## src/rtl/complex_div_if.sv

```systemverilog
// Operand/result bundle for complex_div: valid/ready operand side, strobed result side.
interface complex_div_if #(
  parameter int W = 8
);
  logic                in_valid;
  logic                in_ready;
  logic signed [W-1:0] re1;
  logic signed [W-1:0] im1;
  logic signed [W-1:0] re2;
  logic signed [W-1:0] im2;
  logic                out_valid;
  logic signed [W-1:0] re_res;
  logic signed [W-1:0] im_res;
  logic                div_zero;

  modport master (
    output in_valid, re1, im1, re2, im2,
    input  in_ready, out_valid, re_res, im_res, div_zero
  );

  modport slave (
    input  in_valid, re1, im1, re2, im2,
    output in_ready, out_valid, re_res, im_res, div_zero
  );
endinterface

```

## src/rtl/complex_div.sv

```systemverilog
// Sequential complex divider: one product cycle, then restoring division of both parts
// against the shared denominator |c+jd|^2. Define COMPLEX_DIV_ROUND_EN for round-half-away.
module complex_div #(
  parameter int W         = 8,
  parameter int FRAC_BITS = 0
) (
  input  logic         clk,
  input  logic         rst,
  complex_div_if.slave bus
);

  localparam int MW  = 2 * W;
  localparam int PW  = 2 * W + 1;
  localparam int QW  = 2 * W + FRAC_BITS;
  localparam int QW1 = QW + 1;
  localparam int CW  = $clog2(QW + 1);
  localparam logic [QW:0] POS_LIM = QW1'(2 ** (W - 1) - 1);
  localparam logic [QW:0] NEG_LIM = QW1'(2 ** (W - 1));

  typedef enum logic [1:0] {
    IDLE,
    PROD,
    DIV,
    DONE
  } state_e;

  state_e              state_q, state_d;
  logic signed [W-1:0] re1_q, re1_d;
  logic signed [W-1:0] im1_q, im1_d;
  logic signed [W-1:0] re2_q, re2_d;
  logic signed [W-1:0] im2_q, im2_d;
  logic [QW-1:0]       num_re_q, num_re_d;
  logic [QW-1:0]       num_im_q, num_im_d;
  logic [MW-1:0]       rem_re_q, rem_re_d;
  logic [MW-1:0]       rem_im_q, rem_im_d;
  logic [MW-1:0]       den_q, den_d;
  logic                neg_re_q, neg_re_d;
  logic                neg_im_q, neg_im_d;
  logic [CW-1:0]       cnt_q, cnt_d;
  logic                out_valid_q, out_valid_d;
  logic [W-1:0]        re_res_q, re_res_d;
  logic [W-1:0]        im_res_q, im_res_d;
  logic                div_zero_q, div_zero_d;

  logic signed [PW-1:0] prod_re;
  logic signed [PW-1:0] prod_im;
  logic signed [PW-1:0] prod_den;
  logic [QW:0]          mag_re;
  logic [QW:0]          mag_im;
  logic [QW-1:0]        step_num_re, step_num_im;
  logic [MW-1:0]        step_rem_re, step_rem_im;

  function automatic logic [MW-1:0] magnitude(input logic signed [PW-1:0] v);
    return v[PW-1] ? MW'(-v) : MW'(v);
  endfunction

  // Quotient bits are shifted into the vacated LSBs of the dividend register, so after
  // QW steps the dividend register holds the quotient.
  function automatic void div_step(input  logic [QW-1:0] num_i,
                                   input  logic [MW-1:0] rem_i,
                                   input  logic [MW-1:0] den_i,
                                   output logic [QW-1:0] num_o,
                                   output logic [MW-1:0] rem_o);
    logic [MW:0] trial;
    trial = {rem_i, num_i[QW-1]};
    if (trial >= {1'b0, den_i}) begin
      rem_o = MW'(trial - {1'b0, den_i});
      num_o = {num_i[QW-2:0], 1'b1};
    end else begin
      rem_o = MW'(trial);
      num_o = {num_i[QW-2:0], 1'b0};
    end
  endfunction

  function automatic logic [W-1:0] saturate(input logic neg, input logic [QW:0] m);
    if (neg) begin
      return (m > NEG_LIM) ? W'(NEG_LIM) : W'(-m);
    end
    return (m > POS_LIM) ? W'(POS_LIM) : W'(m);
  endfunction

  always_comb begin
    prod_re  = PW'(re1_q) * PW'(re2_q) + PW'(im1_q) * PW'(im2_q);
    prod_im  = PW'(im1_q) * PW'(re2_q) - PW'(re1_q) * PW'(im2_q);
    prod_den = PW'(re2_q) * PW'(re2_q) + PW'(im2_q) * PW'(im2_q);
  end

  always_comb begin
    div_step(num_re_q, rem_re_q, den_q, step_num_re, step_rem_re);
    div_step(num_im_q, rem_im_q, den_q, step_num_im, step_rem_im);
  end

  always_comb begin
    mag_re = {1'b0, num_re_q};
    mag_im = {1'b0, num_im_q};
`ifdef COMPLEX_DIV_ROUND_EN
    if ({rem_re_q, 1'b0} >= {1'b0, den_q}) mag_re = mag_re + QW1'(1);
    if ({rem_im_q, 1'b0} >= {1'b0, den_q}) mag_im = mag_im + QW1'(1);
`endif
  end

  always_comb begin
    state_d     = state_q;
    re1_d       = re1_q;
    im1_d       = im1_q;
    re2_d       = re2_q;
    im2_d       = im2_q;
    num_re_d    = num_re_q;
    num_im_d    = num_im_q;
    rem_re_d    = rem_re_q;
    rem_im_d    = rem_im_q;
    den_d       = den_q;
    neg_re_d    = neg_re_q;
    neg_im_d    = neg_im_q;
    cnt_d       = cnt_q;
    out_valid_d = 1'b0;
    re_res_d    = re_res_q;
    im_res_d    = im_res_q;
    div_zero_d  = div_zero_q;

    unique case (state_q)
      IDLE: begin
        if (bus.in_valid) begin
          re1_d   = bus.re1;
          im1_d   = bus.im1;
          re2_d   = bus.re2;
          im2_d   = bus.im2;
          state_d = PROD;
        end
      end
      PROD: begin
        num_re_d = QW'(magnitude(prod_re)) << FRAC_BITS;
        num_im_d = QW'(magnitude(prod_im)) << FRAC_BITS;
        neg_re_d = prod_re[PW-1];
        neg_im_d = prod_im[PW-1];
        den_d    = MW'(prod_den);
        rem_re_d = '0;
        rem_im_d = '0;
        cnt_d    = CW'(QW - 1);
        state_d  = DIV;
      end
      DIV: begin
        num_re_d = step_num_re;
        num_im_d = step_num_im;
        rem_re_d = step_rem_re;
        rem_im_d = step_rem_im;
        if (cnt_q == '0) begin
          state_d = DONE;
        end else begin
          cnt_d = cnt_q - CW'(1);
        end
      end
      DONE: begin
        out_valid_d = 1'b1;
        if (den_q == '0) begin
          re_res_d   = '0;
          im_res_d   = '0;
          div_zero_d = 1'b1;
        end else begin
          re_res_d   = saturate(neg_re_q, mag_re);
          im_res_d   = saturate(neg_im_q, mag_im);
          div_zero_d = 1'b0;
        end
        state_d = IDLE;
      end
      default: state_d = IDLE;
    endcase
  end

  always_ff @(posedge clk or posedge rst) begin
    if (rst) begin
      state_q     <= IDLE;
      re1_q       <= '0;
      im1_q       <= '0;
      re2_q       <= '0;
      im2_q       <= '0;
      num_re_q    <= '0;
      num_im_q    <= '0;
      rem_re_q    <= '0;
      rem_im_q    <= '0;
      den_q       <= '0;
      neg_re_q    <= 1'b0;
      neg_im_q    <= 1'b0;
      cnt_q       <= '0;
      out_valid_q <= 1'b0;
      re_res_q    <= '0;
      im_res_q    <= '0;
      div_zero_q  <= 1'b0;
    end else begin
      state_q     <= state_d;
      re1_q       <= re1_d;
      im1_q       <= im1_d;
      re2_q       <= re2_d;
      im2_q       <= im2_d;
      num_re_q    <= num_re_d;
      num_im_q    <= num_im_d;
      rem_re_q    <= rem_re_d;
      rem_im_q    <= rem_im_d;
      den_q       <= den_d;
      neg_re_q    <= neg_re_d;
      neg_im_q    <= neg_im_d;
      cnt_q       <= cnt_d;
      out_valid_q <= out_valid_d;
      re_res_q    <= re_res_d;
      im_res_q    <= im_res_d;
      div_zero_q  <= div_zero_d;
    end
  end

  assign bus.in_ready  = (state_q == IDLE);
  assign bus.out_valid = out_valid_q;
  assign bus.re_res    = re_res_q;
  assign bus.im_res    = im_res_q;
  assign bus.div_zero  = div_zero_q;

endmodule

```

## src/flat_wrapper.sv

```systemverilog
// flat-port wrapper written by rule: the top's interface ports become plain ports
module complex_div_flat 
#(
  parameter int W         = 8,
  parameter int FRAC_BITS = 0
)
  (clk, rst, bus_in_valid, bus_re1, bus_im1, bus_re2, bus_im2, bus_in_ready, bus_out_valid, bus_re_res, bus_im_res, bus_div_zero);
  complex_div_if #(.W(W)) bus_i ();
  input  logic clk;
  input  logic rst;
  input wire logic [$bits(bus_i.in_valid)-1:0] bus_in_valid;
  input wire logic [$bits(bus_i.re1)-1:0] bus_re1;
  input wire logic [$bits(bus_i.im1)-1:0] bus_im1;
  input wire logic [$bits(bus_i.re2)-1:0] bus_re2;
  input wire logic [$bits(bus_i.im2)-1:0] bus_im2;
  output wire logic [$bits(bus_i.in_ready)-1:0] bus_in_ready;
  output wire logic [$bits(bus_i.out_valid)-1:0] bus_out_valid;
  output wire logic [$bits(bus_i.re_res)-1:0] bus_re_res;
  output wire logic [$bits(bus_i.im_res)-1:0] bus_im_res;
  output wire logic [$bits(bus_i.div_zero)-1:0] bus_div_zero;
  assign bus_i.in_valid = bus_in_valid;
  assign bus_i.re1 = bus_re1;
  assign bus_i.im1 = bus_im1;
  assign bus_i.re2 = bus_re2;
  assign bus_i.im2 = bus_im2;
  assign bus_in_ready = bus_i.in_ready;
  assign bus_out_valid = bus_i.out_valid;
  assign bus_re_res = bus_i.re_res;
  assign bus_im_res = bus_i.im_res;
  assign bus_div_zero = bus_i.div_zero;
  complex_div #(.W(W), .FRAC_BITS(FRAC_BITS)) u_core (.clk(clk), .rst(rst), .bus(bus_i));
endmodule
```

## config.mk

```make
export PLATFORM = sky130hd
export DESIGN_NAME = complex_div_flat
export DESIGN_NICKNAME = d
export VERILOG_FILES = /design/src/rtl/complex_div_if.sv /design/src/rtl/complex_div.sv /design/src/flat_wrapper.sv
export SDC_FILE = /design/constraint.sdc
export NUM_CORES = 1
export LEC_CHECK = 0
export ABC_AREA = 1
export BUFFER_PORTS_ARGS = -buffer_cell sky130_fd_sc_hd__buf_2
export CAP_MARGIN = 5
export CORE_MARGIN = 2
export CORE_UTILIZATION = 45
export CTS_CLUSTER_SIZE = 16
export DETAILED_ROUTE_END_ITERATION = 10
export SYNTH_ARGS = -nofsm -noshare
export SYNTH_HDL_FRONTEND = slang
export SYNTH_SLANG_ARGS = --single-unit
```

## constraint.sdc

```tcl
create_clock -name clk -period 16.83 [get_ports clk]
set_clock_uncertainty 0.2 [all_clocks]
set_input_delay 5.049 -clock clk [delete_from_list [all_inputs] [get_ports clk]]
set_output_delay 5.049 -clock clk [all_outputs]
set_load 0.005 [all_outputs]
```

==> qor.txt, run 1 <==
CP dominant cell by count - fa_1
Synth Area in XOR/XNOR - 3.22%
I/O Pins - 54
Total negative slack - 0 ns
Pins Over Slew Limit - 0
Worst hold slack - 0.277 ns
Final setup vio count - 0
Post-synthesis adder-cell area fraction - 41.6%
Max_cap viols - 0
Minimum clock period - 7.08 ns
CP max stage cell - inv_1
Gate count of the mapped netlist - 3341
GRT Total Usage - 22.4%
Core area - 0.0553 sq mm
Hold Vio Cnt, Final - 0
Final Core Density - 48.5%
FF-to-FF Start - u_core.re2_q[7]
Die ar. - 0.0581 sq mm
# Post-CTS Setup Buffers - 0
Worst-Skew Late Latency - 0.48 ns
Fillers - 5613
CP Launch Type - flop
CTS tree - done
Mapped Area - 0.0253 sq mm
Final instance area - 0.0268 sq mm
TritonCTS Sinks - 139
Fraction of registers with async set/reset - 100%
Crit-path cells - inv_1 > nor2_1 > fa_1 > fa_1 > fa_1 > fa_1 > fa_1 > inv_1 > fa_1 > inv_1 > ha_1 > nand2_1 > inv_1 > a21oi_1 > o21ai_0 > nor2_1 > inv_1 > nand2_1 > nand2_1 > nand2_1 > nand3_1 > nand2_1 > o21ai_0
H-tree depth - 4
Fmax - 0.141 GHz
Post-synthesis average cell area - 7.57 sq um
Initial antenna violation count - 0
Die Wd - 241 um
Area growth, synth to finish - 6.00%
Total wire length - 60000 um
Vias per inst - 4.81
N_diodes - 0
Detailed router's first-iteration violation count - 1298
RePlAce Congestion - 0.887
Worst endpoint data arrival time - 7.20 ns
Vias in the first global route - 19900
Simple-gate share of the synthesized area - 20.7%
Worst path max stage delay - 0.80 ns
Compound-cell area share of the yosys netlist - 5.21%
Synthesized flop and latch total - 139
Crit. End Element - flop
Final #Nets - 3955
Worst path required time - 16.96 ns
Syn_nets - 3978
RSZ-0062 raised after global routing - false
Top_reg_cell synth - dfrtp_1
Yosys warning count - 0
Main combinational cell family by area after synthesis - adder cells
Die outline height - 241 um
# hold bufs at CTS - 0
DRC viols - 0
Relative slew margins - 22.4%
Port Buffers - 53
Vias - 19600
Post-synthesis mux area share - 0.668%
Area post-placement - 0.0262 sq mm
CTS root buffer - clkbuf_16
Gr ovfl total - 0
Post-detailed-route wirelength per cell - 14.7 um
Crit Path Max Fanout - 22
Max clock buf depth - 2
Resized cells post-CTS - 0
Final worst path period share - 42.0%
Fraction of layout cells with a size suffix above 1 - 4.32%
TritonCTS Buffers - 17
Worst Tran Pin Value - 1.16 ns
Largest net degree at the start of global routing - 73
Pre-antenna DRT Iters - 6
Critical path class - reg -> reg
Hold_sp - u_core.bus.re_res[1]
Status - complete, no violations
Sequential share of the synthesized area - 13.8%
Row count - 86
Hold Crit Class - reg -> reg
Initial Utilization - 45.7%
Netlist cell types - 53
Clk pin slew, worst setup/hold paths - 0.06 ns
Post-synth EDFFs - 0
Dpl hpwl - 47100 um
Global-route wire length before repair - 102000 um
Routed Antenna Nets - 0
Worst Setup SP - u_core.re2_q[7]
-- synthesized netlist by cell type (all sizes together) (3+ instances only) --
master,n,area [sq um]
inv,874,3280
nand2,845,3190
fa,397,7950
ha,205,2560
nor2,182,691
nand3,149,746
dfrtp,139,3480
clkbuf,101,380
a21oi,97,485
o21ai,80,412
xor2,58,516
nand4,37,238
xnor2,34,298
nand3b,21,158
nor3,19,106
buf,17,93.8
mux2,15,169
a32o,9,90.1
a21o,7,52.6
o22ai,7,43.8
a31oi,6,37.5
o211ai,6,45.0
and2,5,31.3
or2,5,31.3
nor4,4,25.0
a21boi,3,22.5
o21bai,3,22.5
-- critical path: cells and delay by family (launching register included) --
| kind | cells | cell delay, ns |
|---|---|---|
| fa+ha+maj | 7 | 3.36 |
| simple gates | 8 | 1.21 |
| flops | 1 | 0.56 |
| buf+inv | 5 | 1.04 |
| compound gates | 3 | 0.56 |
-- layout by cell type, fill, tap and decap left out, drive strengths merged, types with 3 or more instances in the layout --
master	n
nor3	19
or2	5
a21boi	3
inv	880
a31oi	6
nand3	149
o21ai	80
nor2	182
a21oi	97
clkbuf	17
xor2	58
a21o	7
dfrtp	139
and2	5
mux2	15
nand3b	21
o21bai	3
o211ai	6
nor4	4
o22ai	7
xnor2	34
a32o	9
clkinv	4
fa	397
nand2	845
buf	76
nand4	37
ha	205
bufinv	3
-- metrics by stage --
step	setup slack [ns]	cells
after detailed placement	9.80	4047
after floorplan	7.86	3341
after CTS	9.77	4078
after global routing	9.26	4078
final	9.75	4078
after global placement	9.90	4047
-- cells by family (layout without fill, tap and decap cells) --
family / Yosys count / in the layout
fa+ha+maj: 602 / 602
flops: 139 / 139
buf+inv: 993 / 982
compound gates: 231 / 231
simple gates: 1269 / 1269
xor+xnor: 92 / 92
mux: 15 / 15
-- layout make-up --
cell class	instances	area (sq um)	area share, %
Clock buffer	17	425	1.59
Clock inverter	14	185	0.691
Inverter	875	3290	12.3
Multi-Input combinational cell	2209	18000	67.3
Sequential cell	139	3480	13.0
Tap cell	748	936	3.49
Timing Repair Buffer	76	438	1.63
-- flip-flops by register name (all words and copies together), names as in the netlist --
name / cells
u_core.bus.div_zero: 1
u_core.bus.im_res: 8
u_core.bus.out_valid: 1
u_core.bus.re_res: 8
u_core.cnt_q: 5
u_core.den_q: 16
u_core.im1_q: 8
u_core.im2_q: 8
u_core.neg_im_q: 1
u_core.neg_re_q: 1
u_core.num_im_q: 16
u_core.num_re_q: 16
u_core.re1_q: 8
u_core.re2_q: 8
u_core.rem_im_q: 16
u_core.rem_re_q: 16
u_core.state_q: 2
-- worst paths after layout --
| path | to | slack (ns) | cells past startpoint |
|---|---|---|---|
| setup / recovery | u_core.num_re_q[1] | 9.75 | 23 |
| min in group asynchronous | u_core.bus.im_res[4] | 4.48 | 2 |
| setup reg to reg | u_core.num_re_q[1] | 9.75 | 23 |
| max in group asynchronous | u_core.re2_q[6] | 10.55 | 3 |
| hold / removal | u_core.bus.re_res[1] | 0.28 | 2 |
| hold reg to reg | u_core.bus.re_res[1] | 0.28 | 2 |
-- routing by layer --
layer  vias up  global-route usage [%]  wire length [um]
met2       345                    35.7             26800
met3        49                    2.44              2390
met5         -                       0                 0
met1      9376                    32.5             29600
met4         0                    6.14              1180
li1       9828                       -                 -
Power of run 1 is left out: the tool's default activity adds up to more than one toggle a clock period on the data nets, which glitch-free logic cannot reach.
==> run 2, diff against run 1 <==
==> constraint.sdc (replaced) <==
create_clock -name clk -period 7.02 [get_ports clk]
set_clock_uncertainty 0.2 [all_clocks]
set_input_delay 2.106 -clock clk [delete_from_list [all_inputs] [get_ports clk]]
set_output_delay 2.106 -clock clk [all_outputs]
set_load 0.005 [all_outputs]
==> qor.txt, run 2 (synthesis gave the netlist of run 1 again) <==
Total negative slack - 0 ns
Fmax - 0.151 GHz
Area growth, synth to finish - 6.29%
Crit Path Max Fanout - 19
Worst endpoint data arrival time - 6.77 ns
Post-detailed-route wirelength per cell - 14.7 um
Fillers - 5660
Worst path max stage delay - 0.79 ns
Most common cell after layout, fill and taps aside - inv_1
Setup slack, reg-to-reg - 0.39 ns
Largest net degree at the start of global routing - 64
Dpl hpwl - 48900 um
Critical path class - reg -> reg
Global-route wire length before repair - 103000 um
Reg2reg path depth - 22
RePlAce Congestion - 0.915
Status - complete, no violations
GR Util met1 - 32.5%
# Post-CTS Setup Buffers - 0
Vias per inst - 4.86
Hold_sp - u_core.bus.re_res[1]
Initial Utilization - 45.7%
CP max stage cell - dfrtp_1
Pre-antenna DRT Iters - 8
Worst-Skew Late Latency - 0.48 ns
Resized cells post-CTS - 0
Max_cap viols - 0
# hold bufs at CTS - 0
Worst path required time - 7.16 ns
I/O Pins - 54
Hold Path Stages - 2
Vias in the first global route - 20000
H-tree depth - 4
Fraction of layout cells with a size suffix above 1 - 4.96%
Crit. End Element - flop
FF-to-FF End - u_core.num_re_q[3]
Relative slew margins - 22.7%
Most frequent cells in the layout - inv_1 (871), nand2_1 (836), fa_1 (396), ha_1 (205), nor2_1 (181)
Worst Hold Path EP - u_core.bus.re_res[1]
Worst Tran Pin Value - 1.16 ns
Detailed router's first-iteration violation count - 1176
Clk pin slew, worst setup/hold paths - 0.07 ns
Port Buffers - 53
Die Wd - 241 um
Total wire length - 60300 um
Final worst path period share - 94.5%
Hold Vio Cnt, Final - 0
CTS tree - done
Gr ovfl total - 0
Final setup vio count - 0
Pins Over Slew Limit - 0
FF-to-FF Start - u_core.re2_q[4]
Die ar. - 0.0581 sq mm
Hold Crit Class - reg -> reg
CP Launch Type - flop
CTS root buffer - clkbuf_16
Delay-heaviest family, CP - adder cells
Max clock buf depth - 2
TritonCTS Buffers - 17
Crit-path cells - nand2_1 > inv_1 > fa_1 > fa_1 > inv_1 > fa_1 > fa_1 > fa_1 > inv_1 > fa_1 > ha_1 > a21oi_1 > a21boi_0 > o21ai_0 > nor2_1 > inv_1 > nand3_1 > nand2_2 > nand2_1 > nand3_1 > nand2_1 > o21ai_0
N_diodes - 0
Vias - 19900
TritonCTS Sinks - 139
Row count - 86
Routed Antenna Nets - 0
Met2 Track Usage GR - 36.1%
Minimum clock period - 6.63 ns
CP bufs+invs - 4
CP dominant cell by count - fa_1
Core area - 0.0553 sq mm
Met3 usage - 3.17%
Die outline height - 241 um
Gr busiest metal - met2
Final #Nets - 3972
RSZ-0062 raised after global routing - false
Initial antenna violation count - 0
DRC viols - 0
GRT Total Usage - 22.5%
## run 2: cell types whose count changed in the layout (fill, tap and decap cells not counted)
cell        change
clkinv_4        -1
buf_4          +17
inv_6           +1
fa_1            -1
fa_2            +1
clkinv_2        +2
clkinvlp_4      +2
dfrtp_2         +2
nand2_1         -1
inv_8           -1
clkbuf_8        +1
nand2_2         +1
dfrtp_1         -2
bufinv_16       -3
## run 2: routing by layer
| metal | routed length, um | up-vias |
|---|---|---|
| li1 | - | 9872 |
| met1 | 29400 | 9585 |
| met2 | 27300 | 383 |
| met3 | 2620 | 53 |
| met4 | 958 | 0 |
| met5 | 0 | - |
## run 2: worst max-delay path by stage
stage | start | cells after the start | to | slack [ns]
detailed placement | u_core.im1_q[7] | 23 | u_core.num_re_q[7] | 0.37
CTS | u_core.im1_q[7] | 23 | u_core.num_re_q[7] | 0.36
global placement | u_core.im1_q[7] | 24 | u_core.num_re_q[7] | 0.47
global route | u_core.im2_q[4] | 22 | u_core.num_re_q[7] | 0.004
finish | u_core.re2_q[4] | 22 | u_core.num_re_q[3] | 0.39
floorplan | u_core.im1_q[7] | 26 | u_core.num_re_q[4] | 0.85
## run 2: worst min-delay path: cells and delay by family, from the launching register on
| kind | cells | cell delay (ns) |
|---|---|---|
| simple gates | 2 | 0.10 |
| flops | 1 | 0.34 |
## run 2: layout make-up
type / count / area, sq um / area share (%)
Multi-Input combinational cell: 2209 / 18100 / 67.2
Sequential cell: 139 / 3480 / 13.0
Inverter: 875 / 3290 / 12.2
Tap cell: 748 / 936 / 3.48
Timing Repair Buffer: 93 / 566 / 2.10
Clock buffer: 18 / 439 / 1.63
Clock inverter: 14 / 109 / 0.405
## run 2: through the flow
stage	setup WS, ns	instance area [sq um]	hold WS [ns]	util, %	cells
2_1_floorplan	0.847	25300	0.249	-	3341
3_3_place_gp	0.471	26300	0.264	47.6	4064
3_5_place_dp	0.374	26300	0.263	47.6	4064
4_1_cts	0.360	26900	0.282	48.6	4096
5_1_grt	0.00366	26900	0.303	48.6	4096
6_report	0.385	26900	0.278	48.6	4096
Power of run 2 is left out for the same reason.
